## config.mk

```make
export PLATFORM = sky130hd
export DESIGN_NAME = dfe_out_fifo
export DESIGN_NICKNAME = d
export VERILOG_FILES = /design/src/rtl/dfe_pkg.sv /design/src/rtl/dfe_fifo_mem.sv /design/src/rtl/dfe_out_fifo.sv
export SDC_FILE = /design/constraint.sdc
export NUM_CORES = 1
export LEC_CHECK = 0
export CAP_MARGIN = 10
export CORE_MARGIN = 2
export CORE_UTILIZATION = 57
export CTS_CLUSTER_DIAMETER = 60
export DETAILED_ROUTE_END_ITERATION = 6
export GPL_TIMING_DRIVEN = 0
export PLACE_DENSITY_LB_ADDON = 0.12
export SYNTH_ARGS = -nofsm -noshare
export SYNTH_HDL_FRONTEND = slang
export SYNTH_SLANG_ARGS = --single-unit
```

## constraint.sdc

```tcl
create_clock -name clk -period 5.7 [get_ports clk]
set_input_delay 1.14 -clock clk [delete_from_list [all_inputs] [get_ports clk]]
set_output_delay 1.14 -clock clk [all_outputs]
set_load 0.02 [all_outputs]
```

## src/rtl/dfe_pkg.sv

```systemverilog
// Shared types and helpers for the DFE output buffering stage.
package dfe_pkg;
  localparam int DFE_DATA_W = 16;

  // Field order matches the flat entry word {ovf, udf, data} stored in the FIFO.
  typedef struct packed {
    logic                  ovf;
    logic                  udf;
    logic [DFE_DATA_W-1:0] data;
  } dfe_out_entry_t;

  // Pointer width including the wrap bit.
  function automatic int ptr_w(input int depth);
    return $clog2(depth) + 1;
  endfunction
endpackage

```

## src/rtl/dfe_fifo_mem.sv

```systemverilog
// FIFO storage: synchronous write, combinational read.
module dfe_fifo_mem
  import dfe_pkg::*;
#(
  parameter  int W     = DFE_DATA_W + 2,
  parameter  int DEPTH = 16,
  localparam int AW    = $clog2(DEPTH)
) (
  input  logic          clk,
  input  logic          we,
  input  logic [AW-1:0] waddr,
  input  logic [W-1:0]  wdata,
  input  logic [AW-1:0] raddr,
  output logic [W-1:0]  rdata
);
  // No reset: stale contents are never visible because reads are gated by empty.
  logic [W-1:0] mem_q [DEPTH];

  always_ff @(posedge clk) begin
    if (we) mem_q[waddr] <= wdata;
  end

  assign rdata = mem_q[raddr];
endmodule

```

## src/rtl/dfe_out_fifo.sv

```systemverilog
// FWFT output FIFO behind the DFE with valid/ready drain and saturating stats.
module dfe_out_fifo
  import dfe_pkg::*;
#(
  parameter  int DATA_WIDTH = 16,
  parameter  int DEPTH      = 16,
  parameter  int AF_LEVEL   = 12,
  parameter  int CNT_WIDTH  = 16,
  localparam int PW         = ptr_w(DEPTH),
  localparam int AW         = PW - 1,
  localparam int EW         = DATA_WIDTH + 2
) (
  input  logic                  clk,
  input  logic                  rst_n,
  input  logic                  valid_in,
  input  logic [DATA_WIDTH-1:0] data_in,
  input  logic                  overflow_in,
  input  logic                  underflow_in,
  output logic                  m_valid,
  input  logic                  m_ready,
  output logic [DATA_WIDTH-1:0] m_data,
  output logic                  m_ovf,
  output logic                  m_udf,
  output logic [PW-1:0]         level,
  output logic                  almost_full,
  input  logic                  clear_stats,
  output logic [CNT_WIDTH-1:0]  sat_count,
  output logic [CNT_WIDTH-1:0]  drop_count
);
  logic [PW-1:0]        wr_ptr_q, wr_ptr_d, rd_ptr_q, rd_ptr_d;
  logic [PW-1:0]        level_q, level_d;
  logic                 af_q, af_d;
  logic [CNT_WIDTH-1:0] sat_q, sat_d, drop_q, drop_d;
  logic                 empty, full, push, pop, drop, sat_ev;
  logic [EW-1:0]        rd_entry;

  assign empty = (wr_ptr_q == rd_ptr_q);
  assign full  = (wr_ptr_q[AW-1:0] == rd_ptr_q[AW-1:0]) && (wr_ptr_q[AW] != rd_ptr_q[AW]);
  assign pop   = !empty && m_ready;
  // A pop in the same cycle frees the slot the incoming sample lands in.
  assign push   = valid_in && (!full || pop);
  assign drop   = valid_in && full && !pop;
  assign sat_ev = valid_in && (overflow_in || underflow_in);

  dfe_fifo_mem #(.W(EW), .DEPTH(DEPTH)) u_mem (
    .clk   (clk),
    .we    (push),
    .waddr (wr_ptr_q[AW-1:0]),
    .wdata ({overflow_in, underflow_in, data_in}),
    .raddr (rd_ptr_q[AW-1:0]),
    .rdata (rd_entry)
  );

  always_comb begin
    wr_ptr_d = wr_ptr_q + PW'(push);
    rd_ptr_d = rd_ptr_q + PW'(pop);
    level_d  = level_q + PW'(push) - PW'(pop);
    af_d     = (level_d >= PW'(AF_LEVEL));
    sat_d    = sat_q;
    drop_d   = drop_q;
    if (sat_ev && (sat_q != '1))  sat_d  = sat_q + CNT_WIDTH'(1);
    if (drop && (drop_q != '1))   drop_d = drop_q + CNT_WIDTH'(1);
    if (clear_stats) begin
      sat_d  = '0;
      drop_d = '0;
    end
  end

  always_ff @(posedge clk or negedge rst_n) begin
    if (!rst_n) begin
      wr_ptr_q <= '0;
      rd_ptr_q <= '0;
      level_q  <= '0;
      af_q     <= 1'b0;
      sat_q    <= '0;
      drop_q   <= '0;
    end else begin
      wr_ptr_q <= wr_ptr_d;
      rd_ptr_q <= rd_ptr_d;
      level_q  <= level_d;
      af_q     <= af_d;
      sat_q    <= sat_d;
      drop_q   <= drop_d;
    end
  end

  assign m_valid     = !empty;
  assign {m_ovf, m_udf, m_data} = empty ? '0 : rd_entry;
  assign level       = level_q;
  assign almost_full = af_q;
  assign sat_count   = sat_q;
  assign drop_count  = drop_q;
endmodule
```

* Word level (Yosys, flattened, before mapping) *
Memories as Yosys holds them, arrays and structs flattened.
Index checks and enable logic that the tools add are counted.

storage, ports and cells
  output and inout bits = 57
  input port bits = 23
  RAM bits = 288
  bits in registers = 48
  memories = 1
  logic and storage cells = 41

cells by class
  muxes and demuxes = 7
  magnitude comparators = 1
  equality and inequality tests = 5
  add/sub/neg operators = 6
  reductions and logical operators = 15

memory list
  name         depth  bits a word  read ports  clocked after Yosys merged registers in  write ports  RTL line            source
  u_mem.mem_q  16     18           1           0                                        1            dfe_fifo_mem.sv:17  logic [W-1:0] mem_q [DEPTH];

operators with widths
  operator                 number
  $mux W16                 4
  $add A16 B1 Y16 const B  2
  $ne A16 B16 Y1 const B   2
  $mux W18                 1
  $add A5 B1 Y5            3
  $logic_and A1 B1 Y1      8
  $eq A5 B5 Y1             1
  $ge A5 B4 Y1 const B     1
  $sub A5 B1 Y5            1
  $eq A4 B4 Y1             1
  $reduce_bool A2 Y1       2
  $logic_not A1 Y1         3
  $logic_or A1 B1 Y1       2
  $mux W1                  2
  $ne A1 B1 Y1             1

* Logic depth before layout (Yosys ltp) *
Gate-level depths: netlist of run 1.

  depth after elaboration = 8
  depth in mapped cells = 14
  mapped depth without buffers = 12

* Modules after synthesis *
A second synthesis of run 1 with hierarchy kept.

second synthesis, totals
  cell total of the unflattened synthesis = 731
  area total of the unflattened synthesis = 13598.0 um2

by module, submodules not included
  module        area an instance (um2)  sequential area each (um2)  times used  cells an instance
  dfe_fifo_mem  10963.0                 8648.3                      1           464
  dfe_out_fifo  2635.0                  1201.2                      1           267

* Least setup slack after synthesis of run 1 *
Ideal clock, no wire load.

  path kind = input-to-reg
  start = input port m_ready
  end = register af_q (netlist: almost_full)
  cell stages on the path = 12
  buffers on the path = 2
  slack = 1859 ps
  required time = 5582 ps
  setup time = 118 ps
  arrival = 3723 ps
  cells stage by stage = or4_1 > buf_2 > o21ai_1 > clkbuf_1 > ha_1 > inv_1 > ha_1 > fa_1 > a21o_1 > a21oi_1 > xnor2_1 > a21o_1

between the ends
  word-level cells in the longest chain between the ends = 6

RTL lines
  item                    RTL line            source
  start: declaration      dfe_out_fifo.sv:20  input logic m_ready,
  $logic_and A1 B1 Y1 *   dfe_out_fifo.sv:39  assign pop = !empty && m_ready;
  $logic_or A1 B1 Y1      dfe_out_fifo.sv:41  assign push = valid_in && (!full || pop);
  $logic_and A1 B1 Y1     dfe_out_fifo.sv:41
  $add A5 B1 Y5           dfe_out_fifo.sv:57  level_d = level_q + PW'(push) - PW'(pop);
  $sub A5 B1 Y5 *         dfe_out_fifo.sv:57
  net level_d[4]          dfe_out_fifo.sv:31  logic [PW-1:0] level_q, level_d;
  $ge A5 B4 Y1 *          dfe_out_fifo.sv:58  af_d = (level_d >= PW'(AF_LEVEL));
  net af_d                dfe_out_fifo.sv:32  logic af_q, af_d;
  end signal: assignment  dfe_out_fifo.sv:74  af_q <= 1'b0;
  end signal: assignment  dfe_out_fifo.sv:81  af_q <= af_d;
  end: declaration        dfe_out_fifo.sv:32

The timed path passes the listed nets; every way through them passes the cells marked *.
A chain may end at the register's enable or synchronous reset.

* Final worst setup path of run 1 *
  start = register rd_ptr_q[1]
  end = output port m_data[14]

between the ends
  word-level cells in the longest chain between the ends = 2
  elaborated cells on any way between the ends = 3
  those cells by class = 1 x eq/ne; 1 x mux; 1 x memory

RTL lines
  item                                                    RTL line            source
  start: declaration                                      dfe_out_fifo.sv:30  logic [PW-1:0] wr_ptr_q, wr_ptr_d, rd_ptr_q, rd_ptr_d;
  start signal: assignment                                dfe_out_fifo.sv:79  rd_ptr_q <= rd_ptr_d;
  $mem_v2 Z16 W18 / $eq A5 B5 Y1 (equally long branches)  -
  $mux W18 *                                              dfe_out_fifo.sv:88  assign {m_ovf, m_udf, m_data} = empty ? '0 : rd_entry;
  end: declaration                                        dfe_out_fifo.sv:21  output logic [DATA_WIDTH-1:0] m_data,

Mark *: on every way between the ends. The rest lies on a longest branch, timed or not.

==> out/results.tsv, run 1 <==
metric	value	unit
status	finished, final reports clean	
max_freq	0.181	GHz
syn_inst	745	
initial_utilization	58.2	%
yosysSeqAreaShare	72.1	%
start_kind	flip-flop	
place.gp.congestion	0.875	
p_per_area	497	mW/mm^2
end_kind	primary output	
portBuffers	79	
synthMuxAreaShare	13.4	%
worstPathArrival	4.37	ns
synth_edf_count	288	
grt_max_degree	33	
r2r_setup_slack	1.51	ns
drt-pass1-iter-count	6	
path_max_fanout	10	
finalSetupViolations	0	
core	0.0235	sq mm
die-area	0.0252	sq mm
clock-sinks	336	
die_w	159	um
yosysWarnings	0	
slew_headroom	28.7	%
cts_buffers	35	
h-tree-depth	2	
synth_cell_types	45	
ir_worst_vdd	0.643	mV
path_clk_slew	0.06	ns
grt_setup_unrepaired	no	
synthAdderAreaFrac	1.15	%
areaGrowthSynthToFinish	20.0	%
cts_tree	built	
vias_per_cell	6.18	
layout.nets	922	
antenna_found_initial	0	
ys_async_sr_fraction	14.3	%
hold_buffers	0	
synth_area	0.0137	sq mm
tns	0	ns
grt_use_total	24.1	%
grt_pass1_vias	7837	
clk-insertion-delay-late	0.52	ns
synth_top_family_by_area	multiplexers	
worst_slew_pin_slew	1.06	ns
final_area	0.0164	sq mm
synth_ff_type	edfxtp_1	
final_max_slew_viol_count	0	
syn_nets	780	
wirelength	29.4	mm
die_y	159	um
ctsResizeCount	0	
syn_avg_cell_area	18.3	sq um
ant_nets	0	
r2r_cells	14	
yosys.area_share.xor_xnor	2.18	%
holdPathStages	1	
pin_count	80	
synth_top_area_share	63.3	%
cap_violations	0	
max-clock-path-buffers	3	
synth.area.top_cells	edfxtp_1 63%, mux4_2 12%, dfrtp_1 8.8%	
rows	56	
hold_viol_final	0	
drt_iter0_drc	681	
timing.final.crit_share	96.7	%
synth_commonest_cells	288 x edfxtp_1, 72 x mux4_2, 48 x dfrtp_1	
place_hpwl	20.2	mm
ys_ff_latch	336	
fin_skew	0.0165	ns
grt_pass1_wl	45.9	mm
drc	0	
fillers	1483	
cp.required	4.56	ns
fin_crit	5.51	ns
cts-root-buf	clkbuf_16	
synth_compound_area_share	3.97	%
post_dp_cell_area	0.0152	sq mm
cts_setup_buffers	0	
synth.most_common_cell	edfxtp_1	
power_leakage	5.46	nW
yosysTopAreaCell	edfxtp_1	
synthSimpleGateAreaFrac	5.69	%
route.detailed.wl_per_inst	23.9	um
grt.overflow.total	0	
worstSetupPathType	reg2out	
layout-drive-gt1-share	20.5	%
hp-class	reg2reg	
antenna_cells	0	
vias	7602	
state kept, by name (all words and copies together), names as in the netlist:
name and cells:
wr_ptr_q 5, almost_full 1, u_mem.mem_q 288, level 5, rd_ptr_q 5, drop_count 16, sat_count 16
layer usage:
metal  routed length, um  track usage [%]  part of all wire [%]  vias to the layer above
met4                 699             7.67                   2.4                        0
met5                   0                0                     0                        -
met1               12200             33.7                    41                     3933
met2               14600             39.5                    50                      332
li1                    -                -                     -                     3282
met3                1920             3.89                   6.5                       55
cells in the final DEF (no fill, tap or decap), types with 6 or more instances in the layout:
master           Yosys  routed
a211oi_1            38      38
a21oi_1             15      15
and2_1               7       7
buf_1                6       6
buf_2                9      10
buf_4                0       6
buf_6                1      16
clkbuf_1            25      29
clkbuf_16            0      36
clkdlybuf4s50_1      0      78
dfrtp_1             48      48
edfxtp_1           288     288
ha_1                11      11
inv_1               10      10
mux2i_1             21      21
mux4_2              72      72
nand2_1              8       8
nand2b_1             9       9
nand3_1             12      12
nand4_1             10      10
nor2_1              36      33
nor2b_1             19      19
nor3_2               0      10
nor4_1               9       6
xnor2_1             22      22
xor2_1              12      12
critical path, cell delays in order (launching register included):
cell	delay [ns]
dfrtp_1	0.38
clkbuf_1	0.54
clkbuf_1	0.60
buf_1	0.69
mux4_2	0.35
mux2i_1	0.10
a211oi_1	0.46
clkdlybuf4s50_1	0.70
stage by stage:
stage | hold WS [ns] | setup WS (ns) | power (mW) | std cells | utilization, %
after floorplan | 0.466 | 1.86 | 4.82 | 745 | -
after global placement | 0.484 | -0.458 | 5.74 | 1143 | 63.3
after detailed placement | 0.493 | 0.769 | 5.88 | 1169 | 64.9
after CTS | 0.506 | 0.218 | 8.22 | 1230 | 69.9
after global routing | 0.532 | 0.0895 | 8.49 | 1230 | 69.9
final | 0.505 | 0.187 | 8.16 | 1230 | 69.9
power breakdown:
group	switching, mW	internal, mW	leakage (nW)
Combinational	1.55	1.23	1.65
Clock	0.919	1.41	0.576
Sequential	0.0845	2.96	3.24
Total	2.56	5.60	5.46
worst paths after layout:
path | from | endpoint
setup / recovery | rd_ptr_q[1] | m_data[14]
min in group asynchronous | rst_n | sat_count[13]
max in group asynchronous | rst_n | drop_count[12]
setup reg to reg | wr_ptr_q[1] | almost_full
hold / removal | level[0] | level[0]
hold reg to reg | level[0] | level[0]
final cells by class:
type                            instances  area, sq um  area share, %
Buffer                                 41          173           1.05
Clock buffer                           42          943           5.75
Clock inverter                         19          235           1.43
Inverter                               10         37.5          0.229
Multi-Input combinational cell        358         3680           22.5
Sequential cell                       336         9850           60.1
Tap cell                              319          399           2.43
Timing Repair Buffer                  105         1080           6.58
cell families after synthesis:
family,count (synthesis)
flops,336
simple gates,142
mux,93
compound gates,77
buf+inv,51
xor+xnor,34
fa+ha+maj,12
Power figures use the tool's default switching activity.
==> inputs of run 2 (changes only) <==
--- a/config.mk
+++ b/config.mk
@@ -6,7 +6,6 @@
 export NUM_CORES = 1
 export LEC_CHECK = 0
 export CAP_MARGIN = 10
-export CORE_MARGIN = 2
 export CORE_UTILIZATION = 57
 export CTS_CLUSTER_DIAMETER = 60
 export DETAILED_ROUTE_END_ITERATION = 6
==> out/results.tsv, run 2 (synthesized netlist as in run 1, its figures left out) <==
metric	value	unit	change
ctsResizeCount	0		unchanged
vias_per_cell	6.09		-1.4%
core	0.0235	sq mm	unchanged
status	finished, final reports clean		
die-area	0.0246	sq mm	-2.5%
drt-pass1-iter-count	5		-1
hp-class	reg2reg		
slew_headroom	29.2	%	+0.50 points
pin_count	80		unchanged
drt_iter0_drc	659		-3.2%
worst_slack	0.210	ns	+0.0224 ns
worstPathArrival	4.35	ns	-0.02 ns
place_hpwl	20.4	mm	+1.0%
sw_frac_of_total	32.0	%	+0.64 points
p_seq_share	38.2	%	+0.9 points
ant_nets	0		unchanged
die_y	157	um	-1.3%
cts_buffers	35		unchanged
antenna_found_initial	1		+1
start_kind	flip-flop		
path_cells	clkbuf_1 > clkbuf_1 > clkbuf_1 > mux4_2 > mux2i_1 > a211oi_1 > clkdlybuf4s50_1		
largest_reg_flops	288		unchanged
grt.overflow.total	0		unchanged
areaGrowthSynthToFinish	19.3	%	
vias	7509		-1.2%
worst_slew_pin_slew	1.05	ns	-0.00671 ns
path_max_fanout	10		unchanged
path_common_cell	clkbuf_1		
fin_skew	0.0203	ns	+0.00378 ns
p_switching	2.55	mW	-0.43%
grt_pass1_vias	7730		-1.4%
clock-sinks	336		unchanged
slowest_stage	clkdlybuf4s50_1		
clk-insertion-delay-late	0.52	ns	about the same
cap_violations	0		unchanged
drc	0		unchanged
whs	0.498	ns	-0.00660 ns
fillers	1497		+0.94%
portBuffers	79		unchanged
grt_pass1_wl	45.0	mm	-2.0%
p_per_area	488	mW/mm^2	-1.9%
timing.final.crit_share	96.3	%	-0.39 points
path_clk_slew	0.06	ns	about the same
finalSetupViolations	0		unchanged
cts_setup_buffers	0		unchanged
instances_no_fill	1232		+0.16%
place.gp.congestion	0.871		-0.39%
critical-path-top-delay-family	buffers and inverters		
worstSetupPathType	reg2out		
fin_crit	5.49	ns	-0.0224 ns
route.detailed.wl_per_inst	24.0	um	+0.15%
layout-drive-gt1-share	20.5	%	-0.045 points
dpl_worst_slack	0.590	ns	-0.179 ns
antenna_cells	0		unchanged
slowest_delay	0.70	ns	about the same
hold_viol_final	0		unchanged
final_core_util	69.5	%	-0.38 points
max_freq	0.182	GHz	+0.41%
power_leakage	5.42	nW	-0.74%
grt_setup_unrepaired	no		
combPwrFrac	35.2	%	+1.1 points
ir_worst_vdd	0.361	mV	-44%
cts-root-buf	clkbuf_16		
tns	0	ns	unchanged
grt_max_degree	28		-15%
die_w	157	um	-1.3%
h-tree-depth	2		unchanged
dp.cells	1171		+0.17%
grt_use_total	25.4	%	+1.3 points
layout.nets	924		+0.22%
crit_buf_inv	4		unchanged
final_max_slew_viol_count	0		unchanged
mostFrequentLayoutCell	edfxtp_1		
initial_utilization	58.2	%	unchanged
cts_tree	built		
power.share.clock	26.5	%	-2.1 points
hold_buffers	0		unchanged
end_kind	primary output		
regArea	0.00985	sq mm	unchanged
top_register	u_mem.mem_q		
most-common-layout-cells	288 x edfxtp_1, 78 x clkdlybuf4s50_1, 72 x mux4_2		
multi_input_area	0.00368	sq mm	unchanged
rows	56		unchanged
power.internal	5.41	mW	-3.3%
wirelength	29.5	mm	+0.31%
max-clock-path-buffers	3		unchanged
cp.required	4.56	ns	about the same
-- run 2: cell types whose count changed in the layout (fill, tap and decap cells not counted) --
cell        delta
clkbuf_2       +2
buf_6          -1
buf_4          +2
buf_1          -1
bufinv_16      -4
clkbuf_8       -1
buf_8          +1
clkinvlp_4     +1
clkbuf_1       +2
clkinv_1       +1
-- run 2: metrics by stage --
step / cell area, sq um / total power, mW
after floorplan: 13700 / 4.82
after global placement: 14900 / 5.75
after detailed placement: 15200 / 5.91
after CTS: 16300 / 8.02
after global routing: 16300 / 8.29
final: 16300 / 7.96
-- run 2: power by group through the flow --
stage          Sequential [mW]  Clock, mW  Combinational, mW
5_1_grt                   3.06       2.24               2.99
6_report                  3.04       2.11               2.80
4_1_cts                   3.05       2.15               2.83
3_3_place_gp              3.09          0               2.65
2_1_floorplan             3.10          0               1.72
3_5_place_dp              3.09          0               2.81
-- run 2: per-layer routing --
| metal | global-route usage, % | wire (um) | share of wire [%] |
|---|---|---|---|
| met1 | 34.0 | 12100 | 41 |
| met4 | 9.71 | 921 | 3.1 |
| met2 | 42.2 | 14800 | 50 |
| met5 | 0 | 8 | 0.027 |
| met3 | 3.88 | 1730 | 5.8 |
-- run 2: final timing paths --
check,startpoint,cells after the start,to,slack (ns)
max,rd_ptr_q[1],7,m_udf,0.21
min,rd_ptr_q[4],1,rd_ptr_q[4],0.50
max reg2reg,wr_ptr_q[1],14,almost_full,1.49
min reg2reg,rd_ptr_q[4],1,rd_ptr_q[4],0.50
max in group asynchronous,rst_n,2,rd_ptr_q[3],4.56
min in group asynchronous,rst_n,1,sat_count[0],0.61
-- run 2: area by class of cell --
cell class | instances | area share [%]
plain buffers | 41 | 1.07
clock inverters | 17 | 0.775
inverters | 10 | 0.230
well taps | 319 | 2.45
clock buffers | 44 | 5.77
multi-input cells | 358 | 22.6
repair buffers | 107 | 6.74
flip-flops and latches | 336 | 60.4
-- run 2: worst register-to-register path: stages, from the launching register on --
cell and delay [ns]:
dfrtp_1 0.34, clkbuf_1 0.42, xor2_1 0.15, or4_1 0.41
buf_2 0.20, o21ai_1 0.49, clkbuf_1 0.59, ha_1 0.22
inv_1 0.04, ha_1 0.20, fa_1 0.41, a21o_1 0.17
a21oi_1 0.18, xnor2_1 0.12, a21o_1 0.16
